==> src/rtl/if_fetch_queue.sv <==
// Instruction fetch queue: turns pc_in into imem requests, tags in-order responses with their PC, queues them for decode.
// Latency: response accepted at edge N appears on dec_valid after edge N (1 cycle, no bypass); request path is combinational.
// Backpressure: credit-based; requests stop once queued + outstanding reaches DEPTH, so responses are always accepted.
//
// Ports:
//   clk, rst                              clock, asynchronous active-high reset
//   pc_in, redirect, pc_stall             PC stage interface (pc_stall = request did not fire)
//   imem_req_valid/ready/addr             instruction memory request (word aligned)
//   imem_resp_valid/data                  in-order memory response, always accepted
//   dec_valid/ready, dec_instr/pc/exc     head of queue to decode
// Build option: FETCH_MISALIGN_CHECK_EN turns a misaligned pc_in into a synthetic
// exception entry (NOP, exc=1) and stops fetching until the next redirect.
module if_fetch_queue #(
  parameter int DEPTH = 4,
  parameter int AW    = 32
) (
  input  logic          clk,
  input  logic          rst,
  input  logic [AW-1:0] pc_in,
  input  logic          redirect,
  output logic          pc_stall,
  output logic          imem_req_valid,
  input  logic          imem_req_ready,
  output logic [AW-1:0] imem_req_addr,
  input  logic          imem_resp_valid,
  input  logic [31:0]   imem_resp_data,
  output logic          dec_valid,
  input  logic          dec_ready,
  output logic [31:0]   dec_instr,
  output logic [AW-1:0] dec_pc,
  output logic          dec_exc
);

  localparam int PW = $clog2(DEPTH);
  localparam int CW = PW + 1;
  localparam logic [PW-1:0] PTR_ONE = PW'(1);
  localparam logic [CW-1:0] CNT_ONE = CW'(1);
  localparam logic [CW:0]   DEPTH_W = (CW+1)'(DEPTH);

  // Decode queue storage
  logic [AW-1:0] q_pc_q    [DEPTH];
  logic [AW-1:0] q_pc_d    [DEPTH];
  logic [31:0]   q_instr_q [DEPTH];
  logic [31:0]   q_instr_d [DEPTH];
  logic [PW-1:0] rd_ptr_q, rd_ptr_d, wr_ptr_q, wr_ptr_d;
  logic [CW-1:0] count_q, count_d;

  // Requests in flight and how many of them belong to a flushed path
  logic [CW-1:0] outstanding_q, outstanding_d;
  logic [CW-1:0] discard_q, discard_d;

  // PCs of outstanding requests, consumed in response order
  logic [AW-1:0] rpc_q [DEPTH];
  logic [AW-1:0] rpc_d [DEPTH];
  logic [PW-1:0] rpc_rd_q, rpc_rd_d, rpc_wr_q, rpc_wr_d;

  logic          credit_ok;
  logic          req_fire;
  logic          resp_take;
  logic          resp_drop;
  logic          resp_push;
  logic          push;
  logic          pop;
  logic [AW-1:0] push_pc;
  logic [31:0]   push_instr;

`ifdef FETCH_MISALIGN_CHECK_EN
  localparam logic [31:0] NOP = 32'h0000_0013;
  logic          q_exc_q [DEPTH];
  logic          q_exc_d [DEPTH];
  logic          stopped_q, stopped_d;
  logic          synth_pending_q, synth_pending_d;
  logic [AW-1:0] synth_pc_q, synth_pc_d;
  logic          misalign;
  logic          fetch_ok;
  logic          misalign_hit;
  logic          synth_push;
  logic          push_exc;
`endif

  assign credit_ok = ({1'b0, count_q} + {1'b0, outstanding_q}) < DEPTH_W;

`ifdef FETCH_MISALIGN_CHECK_EN
  assign misalign       = pc_in[1:0] != 2'b00;
  assign fetch_ok       = !rst && !redirect && credit_ok && !stopped_q;
  assign imem_req_valid = fetch_ok && !misalign;
  assign misalign_hit   = fetch_ok && misalign;
  // Synthetic entry waits until every older response has landed so it stays in program order.
  assign synth_push     = synth_pending_q && (outstanding_q == '0) && !redirect;
`else
  assign imem_req_valid = !rst && !redirect && credit_ok;
`endif

  assign imem_req_addr = {pc_in[AW-1:2], 2'b00};
  assign req_fire      = imem_req_valid && imem_req_ready;
  assign pc_stall      = !req_fire;

  // A response with nothing outstanding cannot be tagged; it is ignored.
  assign resp_take = imem_resp_valid && (outstanding_q != '0);
  assign resp_drop = resp_take && (redirect || (discard_q != '0));
  assign resp_push = resp_take && !resp_drop;

`ifdef FETCH_MISALIGN_CHECK_EN
  assign push = resp_push || synth_push;
`else
  assign push = resp_push;
`endif

  assign dec_valid = count_q != '0;
  assign pop       = dec_valid && dec_ready;
  assign dec_instr = q_instr_q[rd_ptr_q];
  assign dec_pc    = q_pc_q[rd_ptr_q];
`ifdef FETCH_MISALIGN_CHECK_EN
  assign dec_exc   = q_exc_q[rd_ptr_q];
`else
  assign dec_exc   = 1'b0;
`endif

  // Push data: a memory response, or the synthetic misalign entry (never both in one cycle).
  always_comb begin
    push_pc    = rpc_q[rpc_rd_q];
    push_instr = imem_resp_data;
`ifdef FETCH_MISALIGN_CHECK_EN
    push_exc   = 1'b0;
    if (synth_push) begin
      push_pc    = synth_pc_q;
      push_instr = NOP;
      push_exc   = 1'b1;
    end
`endif
  end

  always_comb begin
    q_pc_d        = q_pc_q;
    q_instr_d     = q_instr_q;
    rd_ptr_d      = rd_ptr_q;
    wr_ptr_d      = wr_ptr_q;
    count_d       = count_q;
    outstanding_d = outstanding_q;
    discard_d     = discard_q;
    rpc_d         = rpc_q;
    rpc_rd_d      = rpc_rd_q;
    rpc_wr_d      = rpc_wr_q;
`ifdef FETCH_MISALIGN_CHECK_EN
    q_exc_d         = q_exc_q;
    stopped_d       = stopped_q;
    synth_pending_d = synth_pending_q;
    synth_pc_d      = synth_pc_q;
`endif

    if (push) begin
      q_pc_d[wr_ptr_q]    = push_pc;
      q_instr_d[wr_ptr_q] = push_instr;
`ifdef FETCH_MISALIGN_CHECK_EN
      q_exc_d[wr_ptr_q]   = push_exc;
`endif
      wr_ptr_d = wr_ptr_q + PTR_ONE;
    end
    if (pop) begin
      rd_ptr_d = rd_ptr_q + PTR_ONE;
    end
    unique case ({push, pop})
      2'b10:   count_d = count_q + CNT_ONE;
      2'b01:   count_d = count_q - CNT_ONE;
      default: count_d = count_q;
    endcase

    if (req_fire) begin
      rpc_d[rpc_wr_q] = pc_in;
      rpc_wr_d        = rpc_wr_q + PTR_ONE;
    end
    // Every response, kept or dropped, retires the oldest request PC.
    if (resp_take) begin
      rpc_rd_d = rpc_rd_q + PTR_ONE;
    end
    unique case ({req_fire, resp_take})
      2'b10:   outstanding_d = outstanding_q + CNT_ONE;
      2'b01:   outstanding_d = outstanding_q - CNT_ONE;
      default: outstanding_d = outstanding_q;
    endcase

    if (redirect) begin
      // No request fires on a redirect, so what is still in flight after this edge is all stale.
      discard_d = resp_take ? (outstanding_q - CNT_ONE) : outstanding_q;
      count_d   = '0;
      rd_ptr_d  = '0;
      wr_ptr_d  = '0;
    end else if (resp_drop) begin
      discard_d = discard_q - CNT_ONE;
    end

`ifdef FETCH_MISALIGN_CHECK_EN
    if (redirect) begin
      stopped_d       = 1'b0;
      synth_pending_d = 1'b0;
    end else if (misalign_hit) begin
      stopped_d       = 1'b1;
      synth_pending_d = 1'b1;
      synth_pc_d      = pc_in;
    end else if (synth_push) begin
      synth_pending_d = 1'b0;
    end
`endif
  end

  always_ff @(posedge clk or posedge rst) begin
    if (rst) begin
      for (int i = 0; i < DEPTH; i++) begin
        q_pc_q[i]    <= '0;
        q_instr_q[i] <= '0;
        rpc_q[i]     <= '0;
`ifdef FETCH_MISALIGN_CHECK_EN
        q_exc_q[i]   <= 1'b0;
`endif
      end
      rd_ptr_q      <= '0;
      wr_ptr_q      <= '0;
      count_q       <= '0;
      outstanding_q <= '0;
      discard_q     <= '0;
      rpc_rd_q      <= '0;
      rpc_wr_q      <= '0;
`ifdef FETCH_MISALIGN_CHECK_EN
      stopped_q       <= 1'b0;
      synth_pending_q <= 1'b0;
      synth_pc_q      <= '0;
`endif
    end else begin
      q_pc_q        <= q_pc_d;
      q_instr_q     <= q_instr_d;
      rpc_q         <= rpc_d;
      rd_ptr_q      <= rd_ptr_d;
      wr_ptr_q      <= wr_ptr_d;
      count_q       <= count_d;
      outstanding_q <= outstanding_d;
      discard_q     <= discard_d;
      rpc_rd_q      <= rpc_rd_d;
      rpc_wr_q      <= rpc_wr_d;
`ifdef FETCH_MISALIGN_CHECK_EN
      q_exc_q         <= q_exc_d;
      stopped_q       <= stopped_d;
      synth_pending_q <= synth_pending_d;
      synth_pc_q      <= synth_pc_d;
`endif
    end
  end

endmodule

==> config.mk <==
export PLATFORM = sky130hd
export DESIGN_NAME = if_fetch_queue
export DESIGN_NICKNAME = d
export VERILOG_FILES = /design/src/rtl/if_fetch_queue.sv
export SDC_FILE = /design/constraint.sdc
export NUM_CORES = 1
export LEC_CHECK = 0
export CORE_MARGIN = 3
export CORE_UTILIZATION = 58
export CTS_BUF_LIST = sky130_fd_sc_hd__clkbuf_8 sky130_fd_sc_hd__clkbuf_16
export CTS_CLUSTER_DIAMETER = 30
export CTS_CLUSTER_SIZE = 16
export DETAILED_ROUTE_END_ITERATION = 12
export PLACE_DENSITY = 0.91
export SKIP_CTS_REPAIR_TIMING = 1
export SLEW_MARGIN = 10
export SYNTH_ARGS = -nofsm -noshare
export SYNTH_HDL_FRONTEND = slang
export SYNTH_SLANG_ARGS = --single-unit
==> constraint.sdc <==
create_clock -name clk -period 16.5 [get_ports clk]
set_input_delay 3.3 -clock clk [delete_from_list [all_inputs] [get_ports clk]]
set_output_delay 3.3 -clock clk [all_outputs]
set_load 0.05 [all_outputs]
Yosys cells after proc, flatten, opt, wreduce, memory -nomap -nowiden
Cells that the tools add are included.
- register bits: 401
- bits of input ports: 70
- output and inout port bits: 100
- logic and storage cells: 92
- add/subtract/negate cells: 10
- $lt $le $gt $ge: 7
- equality and inequality tests: 4
- mux-type cells: 26
- bitwise logic cells: 4
- reductions and logical operators: 22
- operator list (operator ; count):
    128-bit bitwise mux ; 3
    32-bit 2-to-1 mux ; 8
    32-bit binary-select mux with 2-bit select ; 3
    32-bit demux with 2-bit select ; 2
    3-bit >= comparator, second input constant ; 4
    3-bit 2-to-1 mux ; 4
    2-bit NOT with 3-bit output ; 4
    3-bit one-hot mux with 2 select lines ; 2
    3-bit nonzero test ; 4
    1-bit logical AND ; 9
    3-bit by 1-bit subtractor with 3-bit output, second input constant ; 3
    2-bit by 1-bit adder with 2-bit output, second input constant ; 4
    2-bit 2-to-1 mux ; 4
    2-bit nonzero test ; 4
    3-bit by 1-bit adder with 3-bit output, second input constant ; 2
    3-bit by 1-bit < comparator with 1-bit output, second input constant ; 2
    3-bit by 3-bit adder with 4-bit output ; 1
    2-bit by 1-bit == test with 1-bit output, second input constant ; 2
    2-bit == test, second input constant ; 2
    1-bit zero test ; 4
    4-bit by 3-bit < comparator with 1-bit output, second input constant ; 1
    1-bit logical OR ; 1

Longest topological paths before layout
Gate-level depths: netlist of the first run.
- depth in word-level cells: 8
- depth in mapped cells: 9
- gate-level depth less buffers: 8

Worst setup path before layout of the first run
Ideal clock, no wire load.
- path kind: input -> output
- start: input redirect
- end: output pc_stall
- data arrival time: 5.118 ns
- required time: 13.200 ns
- slack: 8.082 ns
- stages: 4
- path buffers: 1
- cell sequence: buf_6 or4_4 a311oi_4 nand2_1
- word-level cells in the longest chain between the ends: 5
- ends and longest elaborated chain (item ; RTL line ; RTL):
    from (decl) ; 20 ; input logic redirect,
    1-bit zero test ; 91 ; assign imem_req_valid = !rst && !redirect && credit_ok;
    1-bit logical AND (2 in a row) ; 91 ;
    net imem_req_valid ; 22 ; output logic imem_req_valid,
    1-bit logical AND ; 95 ; assign req_fire = imem_req_valid && imem_req_ready;
    1-bit zero test ; 96 ; assign pc_stall = !req_fire;
    to (decl) ; 21 ; output logic pc_stall,
The timed path passes the listed nets, and every way through them passes these cells.

Worst setup path after layout of the first run
- start: input redirect
- end: output pc_stall
- word-level cells in the longest chain between the ends: 5
- ends and longest elaborated chain (item ; RTL line):
    1-bit zero test ; 91
    1-bit logical AND (2 in a row) ; 91
    1-bit logical AND ; 95
    1-bit zero test ; 96
Every way passes these cells.

==> flow_summary.ini, run 1 <==
[outcome]
status = complete, no violations

[timing]
setup_viol_count_final = 0
fin_crit_ns = 9.29
drv_slew = 0
worst_pin_slew_ns = 1.08
fin_skew_ns = 0.0190
setup_tns_ns = 0
rsz0062_at_grt = false
fmax_mhz = 108
relSlewSlack_pct = 28.3
period_share_pct = 56.3
holdWs_ns = 0.496
hold_viol_final = 0

[global_routing]
grt_max_degree = 170
antenna_found_initial = 0
grt_pass1_vias = 11321
grt_pass1_wl_um = 63300
grt_usage_pct = 23.9
grt-ovfl-total = 0

[yosys]
yosys.cell_types.count = 35
synth-seq-cells = 401
syn_inst = 1080
netlist_area_um2 = 18400
async_flop_share_pct = 100
synth.avg_cell_area_um2 = 17.1
synth-main-ff-cell = dfrtp_1
ys_seq_area_share_pct = 54.4
synth-edff-count = 0
yosys_warnings = 0

[setup_path]
r2r-end = q_instr_q[60]
crit_buf_inv = 2
cpPeakStageDelay_ns = 0.74
cpMaxStageDelayCell = clkdlybuf4s50_1
r2r_cells = 8
r2r-start = outstanding_q[0]
critPathKind = in2out
path_cells = clkdlybuf4s50_1 > or4_4 > a311oi_4 > nand2_1 > clkdlybuf4s50_1
start_kind = primary input
critPathTopFamily = buffers and inverters
path_max_fanout = 18
crit_path_start = redirect
end_kind = output pin
cp_data_required_time_ns = 13.20
cp_common_cell = clkdlybuf4s50_1
arrival_ns = 5.99
rrSetupSlack_ns = 13.08

[layout]
final_nets = 1328
drive_gt1_share_pct = 49.5
syn2layout_area_growth_pct = 23.8
final_common_cell = dfrtp_1
num_antenna_cells = 0
mostFrequentLayoutCells = dfrtp_1 (398), mux2_2 (267), clkdlybuf4s50_1 (166), mux2_4 (120), mux4_2 (96)
fill_cells = 1725

[routing]
antenna_left = 0
drtPass1Iterations = 4
vias = 10052
drt_wl_total_um = 39700
wl_per_cell_um = 23.3
drtIter0Drc = 538
remaining_drc_errors = 0
vias_per_cell = 5.91

[clocking]
cts_tree = yes
clkSlewWorstSetupHoldPaths_ns = 0.04
cts_num_sinks = 401
htreeDepth = 3
clk_latency_ns = 0.59
cts_made_buffers = 80
max-clock-path-buffers = 3
root_buffer = clkbuf_16

[floorplanning]
initial_core_util_pct = 59.5
coreArea_um2 = 31000
fp-row-count = 64
dieArea_um2 = 34000
pin_count = 170
die_h_um = 184
fp.dieW_um = 184

[min_path]
min_to = q_instr_q[43]
hp-class = reg2reg
worstHoldPathCells = 1
holdCritStartpoint = q_instr_q[43]

[pwr]
p_leak_nw = 10.6
ir_drop_mv = 0.147
powerDensity_nw_per_um2 = 213

[place]
port-buffer-count = 166
dp_hpwl_um = 22200
place_congestion = 0.767

[flow_run]
maxCapViolCount = 0
==> metal layers <==
metal | wire length (um) | GRT usage (%) | up-vias
li1 | - | - | 4305
met1 | 17000 | 31.8 | 5370
met2 | 19900 | 39.5 | 303
met3 | 1820 | 4.62 | 74
met4 | 1010 | 9.13 | 0
met5 | 0 | 0 | -
==> cells in the mapped netlist, types with 2 or more instances <==
cell type | n | share of area (%)
buf_4 | 33 | 1.3
clkbuf_1 | 36 | 0.73
mux2_4 | 120 | 9.8
nand2_1 | 11 | 0.22
mux4_2 | 96 | 12
mux2i_1 | 4 | 0.22
buf_1 | 7 | 0.14
dfrtp_1 | 401 | 54
nor3b_1 | 2 | 0.081
buf_12 | 12 | 1.3
nor2b_1 | 3 | 0.10
nand2b_1 | 2 | 0.068
mux2_2 | 267 | 16
nor2_1 | 10 | 0.20
ha_1 | 16 | 1.1
o21ai_0 | 8 | 0.22
o211ai_1 | 2 | 0.081
a21oi_1 | 2 | 0.054
xnor2_1 | 8 | 0.38
buf_6 | 5 | 0.31
and3_1 | 5 | 0.17
xor2_1 | 2 | 0.095
buf_2 | 6 | 0.16
inv_1 | 11 | 0.22
==> through the flow <==
stage / setup WS (ns) / area (um^2) / util, % / cells / total power [W]
CTS: 7.23 / 22800 / 73.7 / 1702 / 0.00490
global route: 7.10 / 22800 / 73.7 / 1702 / 0.00507
global placement: 7.30 / 20000 / 64.5 / 1555 / 0.00313
detailed placement: 7.24 / 20000 / 64.5 / 1555 / 0.00320
floorplan: 2.05 / 18500 / - / 1082 / 0.00272
finish: 7.21 / 22800 / 73.7 / 1702 / 0.00487
==> registers in the layout (all words and copies together), names as in the netlist <==
register / cells
q_instr_q: 128
q_pc_q: 128
rpc_q: 128
count_q: 3
discard_q: 3
outstanding_q: 3
rd_ptr_q: 2
rpc_rd_q: 2
rpc_wr_q: 2
wr_ptr_q: 2
==> where the power goes <==
group	internal (W)	leakage [nW]	total (W)	switching (W)
Combinational	0.000822	3.93	0.00169	0.000873
Sequential	0.00129	5.32	0.00151	0.000220
Clock	0.00110	1.39	0.00166	0.000563
Total	0.00321	10.6	0.00487	0.00166
==> worst max-delay path by stage <==
| stage | end | slack [ns] | depth (start not counted) |
|---|---|---|---|
| CTS | pc_stall | 7.23 | 5 |
| detailed placement | pc_stall | 7.24 | 5 |
| global placement | pc_stall | 7.30 | 5 |
| floorplan | count_q[0] | 2.05 | 1 |
| global route | pc_stall | 7.10 | 5 |
| finish | pc_stall | 7.21 | 5 |
==> cells by family (layout without fill, tap and decap cells) <==
group / Yosys count / after routing / synth area share, %
AO/OA/AOI/OAI: 15 / 15 / 0.583
XOR/XNOR: 10 / 10 / 0.475
adder cells (fa/ha/maj): 17 / 17 / 1.19
buffers and inverters: 110 / 334 / 4.21
flip-flops: 401 / 401 / 54.4
multiplexers: 487 / 487 / 38.0
other: 1 / 3 / 0.0203
AND/OR/NAND/NOR: 39 / 39 / 1.09
==> cell type report <==
class | count | area (um^2) | share of cell area, %
inverters | 11 | 48.8 | 0.214
flip-flops and latches | 401 | 10000 | 44.0
clock buffers | 89 | 2130 | 9.31
repair buffers | 176 | 1750 | 7.66
well taps | 396 | 495 | 2.17
multi-input cells | 571 | 7670 | 33.6
clock inverters | 58 | 696 | 3.05
Note: power is estimated with default switching activity, not from simulation.
==> inputs of run 2 (changes only) <==
clock period = 9 ns   (was 16.5 ns; I/O delays follow)
==> run 2 against run 1 <==
- clock power up 81%
- worst setup slack lost 4.4 ns
- non-clock buffer count increased by 2
- clock-buffer cell count down 2
- critical path depth unchanged
- register-to-register slack got worse by 7.5 ns
- total power up 83%
- global-route usage is 0.97 points higher
- critical path type unchanged
- largest cell class unchanged
==> flow_summary.ini, run 2 (synthesis gave the netlist of run 1 again) <==
[timing]
fmax_mhz = 161
finalWorstSetupSlack_ns = 2.80
worst_pin_slew_ns = 1.14
setup_viol_count_final = 0
relSlewSlack_pct = 24.2
drv_slew = 0
setup_tns_ns = 0
fin_skew_ns = 0.0382
holdWs_ns = 0.496
hold_viol_final = 0
period_share_pct = 68.9
rsz0062_at_grt = false
fin_crit_ns = 6.20

[clocking]
cts_made_buffers = 80
cts_tree = yes
clkSlewWorstSetupHoldPaths_ns = 0.05
cts_num_sinks = 401
clk_latency_ns = 0.58
max-clock-path-buffers = 3
root_buffer = clkbuf_16
htreeDepth = 3

[global_routing]
grt-ovfl-total = 0
grt_util_met3_pct = 4.58
grt_busiest_layer = met2
antenna_found_initial = 0
grt_pass1_wl_um = 66100
use_met2_pct = 41.4
grt_max_degree = 176
grt_pass1_vias = 11800
met1_usage_pct = 33.3
grt_usage_pct = 24.9

[routing]
remaining_drc_errors = 0
wl_per_cell_um = 24.2
vias_per_cell = 6.02
antenna_left = 0
drt_wl_total_um = 41200
drtPass1Iterations = 5
vias = 10248
drtIter0Drc = 681

[floorplanning]
fp.dieW_um = 184
coreArea_um2 = 31000
initial_core_util_pct = 59.5
pin_count = 170
dieArea_um2 = 34000
fp-row-count = 64
die_h_um = 184

[layout]
multi_input_area_um2 = 7670
final_nets = 1330
num_antenna_cells = 0
syn2layout_area_growth_pct = 23.6
mostFrequentLayoutCells = dfrtp_1 (398), mux2_2 (267), clkdlybuf4s50_1 (166), mux2_4 (120), mux4_2 (96)
largestRegisters = q_instr_q x128, q_pc_q x128, rpc_q x128
fill_cells = 1761
drive_gt1_share_pct = 49.3
final_common_cell = dfrtp_1
regArea_um2 = 10000
final_util_pct = 73.6

[setup_path]
end_kind = output pin
cp_data_required_time_ns = 7.20
critPathTopFamily = buffers and inverters
crit_buf_inv = 2
path_cells = clkdlybuf4s50_1 > or4_4 > a311oi_4 > nand2_1 > clkdlybuf4s50_1
arrival_ns = 4.40
start_kind = primary input
cp_common_cell = clkdlybuf4s50_1
critPathKind = in2out
path_max_fanout = 18
cpMaxStageDelayCell = clkdlybuf4s50_1
cpPeakStageDelay_ns = 0.73

[min_path]
hp-class = reg2reg

[pwr]
powerDensity_nw_per_um2 = 391
ir_drop_mv = 0.236
p_leak_nw = 10.6

[place]
port-buffer-count = 166
place_congestion = 0.732
dp_hpwl_um = 22000
dp_slack_ns = 2.82

[flow_run]
maxCapViolCount = 0

[outcome]
status = complete, no violations
## run 2: cell types whose count changed in the layout (fill, tap and decap cells not counted), sizes merged
cell | previous run | this run
inv | 30 | 38
buf | 10 | 12
clkinv | 20 | 15
bufinv | 10 | 9
clkbuf | 89 | 87
clkinvlp | 9 | 6
## run 2: path summary, 6_finish.rpt
path | start | end | slack (ns) | cells after the start
max | redirect | pc_stall | 2.80 | 5
min | q_instr_q[18] | q_instr_q[18] | 0.50 | 1
min reg2reg | q_instr_q[18] | q_instr_q[18] | 0.50 | 1
max reg2reg | outstanding_q[0] | q_instr_q[37] | 5.57 | 8
max in group asynchronous | rst | q_instr_q[37] | 5.58 | 4
min in group asynchronous | rst | outstanding_q[0] | 1.89 | 3
## run 2: where the power goes
group | switching [W] | internal (W) | leakage [nW]
clock network | 0.00104 | 0.00198 | 1.38
logic | 0.00158 | 0.00151 | 3.94
registers | 0.000432 | 0.00237 | 5.32
total | 0.00305 | 0.00586 | 10.6
## run 2: layer usage
metal  wire length, um  up-vias  part of all wire, %
met3              1960       84                  4.8
met2             20700      354                   50
met1             17400     5504                   42
li1                  -     4306                    -
met5                 0        -                    0
met4              1040        0                  2.5
## run 2: final cells by class
type                       count  share of cell area (%)
sequential                   401                    44.0
clock inverter                57                    2.92
inverter                      11                   0.198
tap                          396                    2.17
multi-input combinational    571                    33.6
clock buffer                  87                    9.25
timing repair buffer         178                    7.79
## run 2: metrics by stage
step | instance area, um^2 | power, W | instances
3_5_place_dp | 20000 | 0.00585 | 1557
3_3_place_gp | 20000 | 0.00570 | 1557
6_report | 22800 | 0.00891 | 1701
5_1_grt | 22800 | 0.00926 | 1701
4_1_cts | 22800 | 0.00897 | 1701
2_1_floorplan | 18500 | 0.00500 | 1082
==> inputs of run 3 (changes only) <==
clock period = 5.9 ns   (was 9 ns; I/O delays follow)
==> run 3 against run 2 <==
- core utilization is 1.3 points higher
- clock skew is 0.0084 ns lower
- clock-buffer cell count is 9 higher
- final area is 1.7% higher
- worst setup slack worse by 1.7 ns
- critical path type unchanged
- largest power group is now clock
==> flow_summary.ini, run 3 (synthesis gave the netlist of run 1 again) <==
[outcome]
status = complete, no violations

[global_routing]
grt_max_degree = 187
grt-ovfl-total = 0
grt_busiest_layer = met2
antenna_found_initial = 0
use_met2_pct = 42.3
grt_util_met3_pct = 4.38
grt_usage_pct = 25.8
grt_pass1_wl_um = 67900
grt_pass1_vias = 11765
met1_usage_pct = 34.6

[setup_path]
cp_data_required_time_ns = 4.72
path_max_fanout = 18
arrival_ns = 3.62
critPathKind = in2out
end_kind = output pin
start_kind = primary input
r2r_cells = 6

[layout]
num_antenna_cells = 0
multi_input_area_um2 = 7670
drive_gt1_share_pct = 50.3
fill_cells = 1637
stdcell_count = 1718
regArea_um2 = 10000
mostFrequentLayoutCells = dfrtp_1 (398), mux2_2 (267), clkdlybuf4s50_1 (166), mux2_4 (120), mux4_2 (96)
final_area_um2 = 23200
largestRegisters = q_instr_q x128, q_pc_q x128, rpc_q x128
final_common_cell = dfrtp_1
syn2layout_area_growth_pct = 25.8
final_nets = 1341

[timing]
rsz0062_at_grt = false
worst_pin_slew_ns = 1.16
drv_slew = 0
setup_viol_count_final = 0
fin_skew_ns = 0.0298
fmax_mhz = 208
hold_viol_final = 0
fin_crit_ns = 4.80
relSlewSlack_pct = 22.7
period_share_pct = 81.4

[routing]
remaining_drc_errors = 0
vias = 10404
antenna_left = 0
drtPass1Iterations = 5
vias_per_cell = 6.06
drt_wl_total_um = 42500
wl_per_cell_um = 24.7
drtIter0Drc = 736

[clocking]
clkSlewWorstSetupHoldPaths_ns = 0.04
cts_made_buffers = 85
max-clock-path-buffers = 3
cts_num_sinks = 401
cts_tree = yes
root_buffer = clkbuf_16
htreeDepth = 3
clk_latency_ns = 0.60

[floorplanning]
die_h_um = 184
initial_core_util_pct = 59.5
pin_count = 170
coreArea_um2 = 31000
fp-row-count = 64
fp.dieW_um = 184
dieArea_um2 = 34000

[place]
dp_hpwl_um = 22600
place_congestion = 0.773
port-buffer-count = 166
placed_area_um2 = 20100
placed_cells = 1563

[min_path]
hp-class = reg2reg
worstHoldPathCells = 1

[pwr]
p_leak_nw = 10.8
ir_drop_mv = 0.413
powerDensity_nw_per_um2 = 610
p_total_w = 0.0141

[flow_run]
maxCapViolCount = 0
run 3: cell count changes in the layout (fill, tap and decap cells not counted), moves of 5 or more:
cell,delta
buf_4,+7
bufinv_16,+6
clkinv_2,+6
clkbuf_8,+5
inv_6,-8
run 3: per-layer routing:
metal	share of wire [%]	up-vias
met5	0	-
met4	3.2	0
met3	4.7	108
met2	50	382
met1	42	5566
li1	-	4348
run 3: worst paths after layout:
path	startpoint	to	slack, ns
setup reg to reg	count_q[2]	rpc_q[79]	2.47
max in group asynchronous	rst	q_instr_q[37]	3.34
setup / recovery	redirect	pc_stall	1.10
hold / removal	q_instr_q[63]	q_instr_q[63]	0.49
min in group asynchronous	rst	rpc_q[84]	1.08
hold reg to reg	q_instr_q[63]	q_instr_q[63]	0.49
run 3: area by class of cell:
type                    count  share of cell area, %
inverters                  11                  0.194
repair buffers            184                   7.80
multi-input cells         571                   33.0
clock buffers              96                   9.82
well taps                 396                   2.14
clock inverters            59                   3.72
flip-flops and latches    401                   43.3
run 3: critical path, cell delays in order:
cell and delay, ns:
clkdlybuf4s50_1 0.41, buf_4 0.20, or4_4 0.50, a311oi_4 0.38
nand2_1 0.20, clkdlybuf4s50_1 0.74
run 3: power by group:
group	total [W]	internal (W)	leakage, nW	switching [W]
Combinational	0.00471	0.00230	3.96	0.00241
Clock	0.00513	0.00348	1.55	0.00166
Sequential	0.00429	0.00362	5.32	0.000671
Total	0.0141	0.00940	10.8	0.00474
run 3: through the flow:
stage	hold WS (ns)	util, %	worst slack, ns	TNS (ns)
3_3_place_gp	0.481	64.7	1.14	0
5_1_grt	0.501	74.9	1.03	0
3_5_place_dp	0.487	64.7	1.16	0
2_1_floorplan	0.474	-	-0.680	-272.58
4_1_cts	0.497	74.9	1.10	0
6_report	0.494	74.9	1.10	0
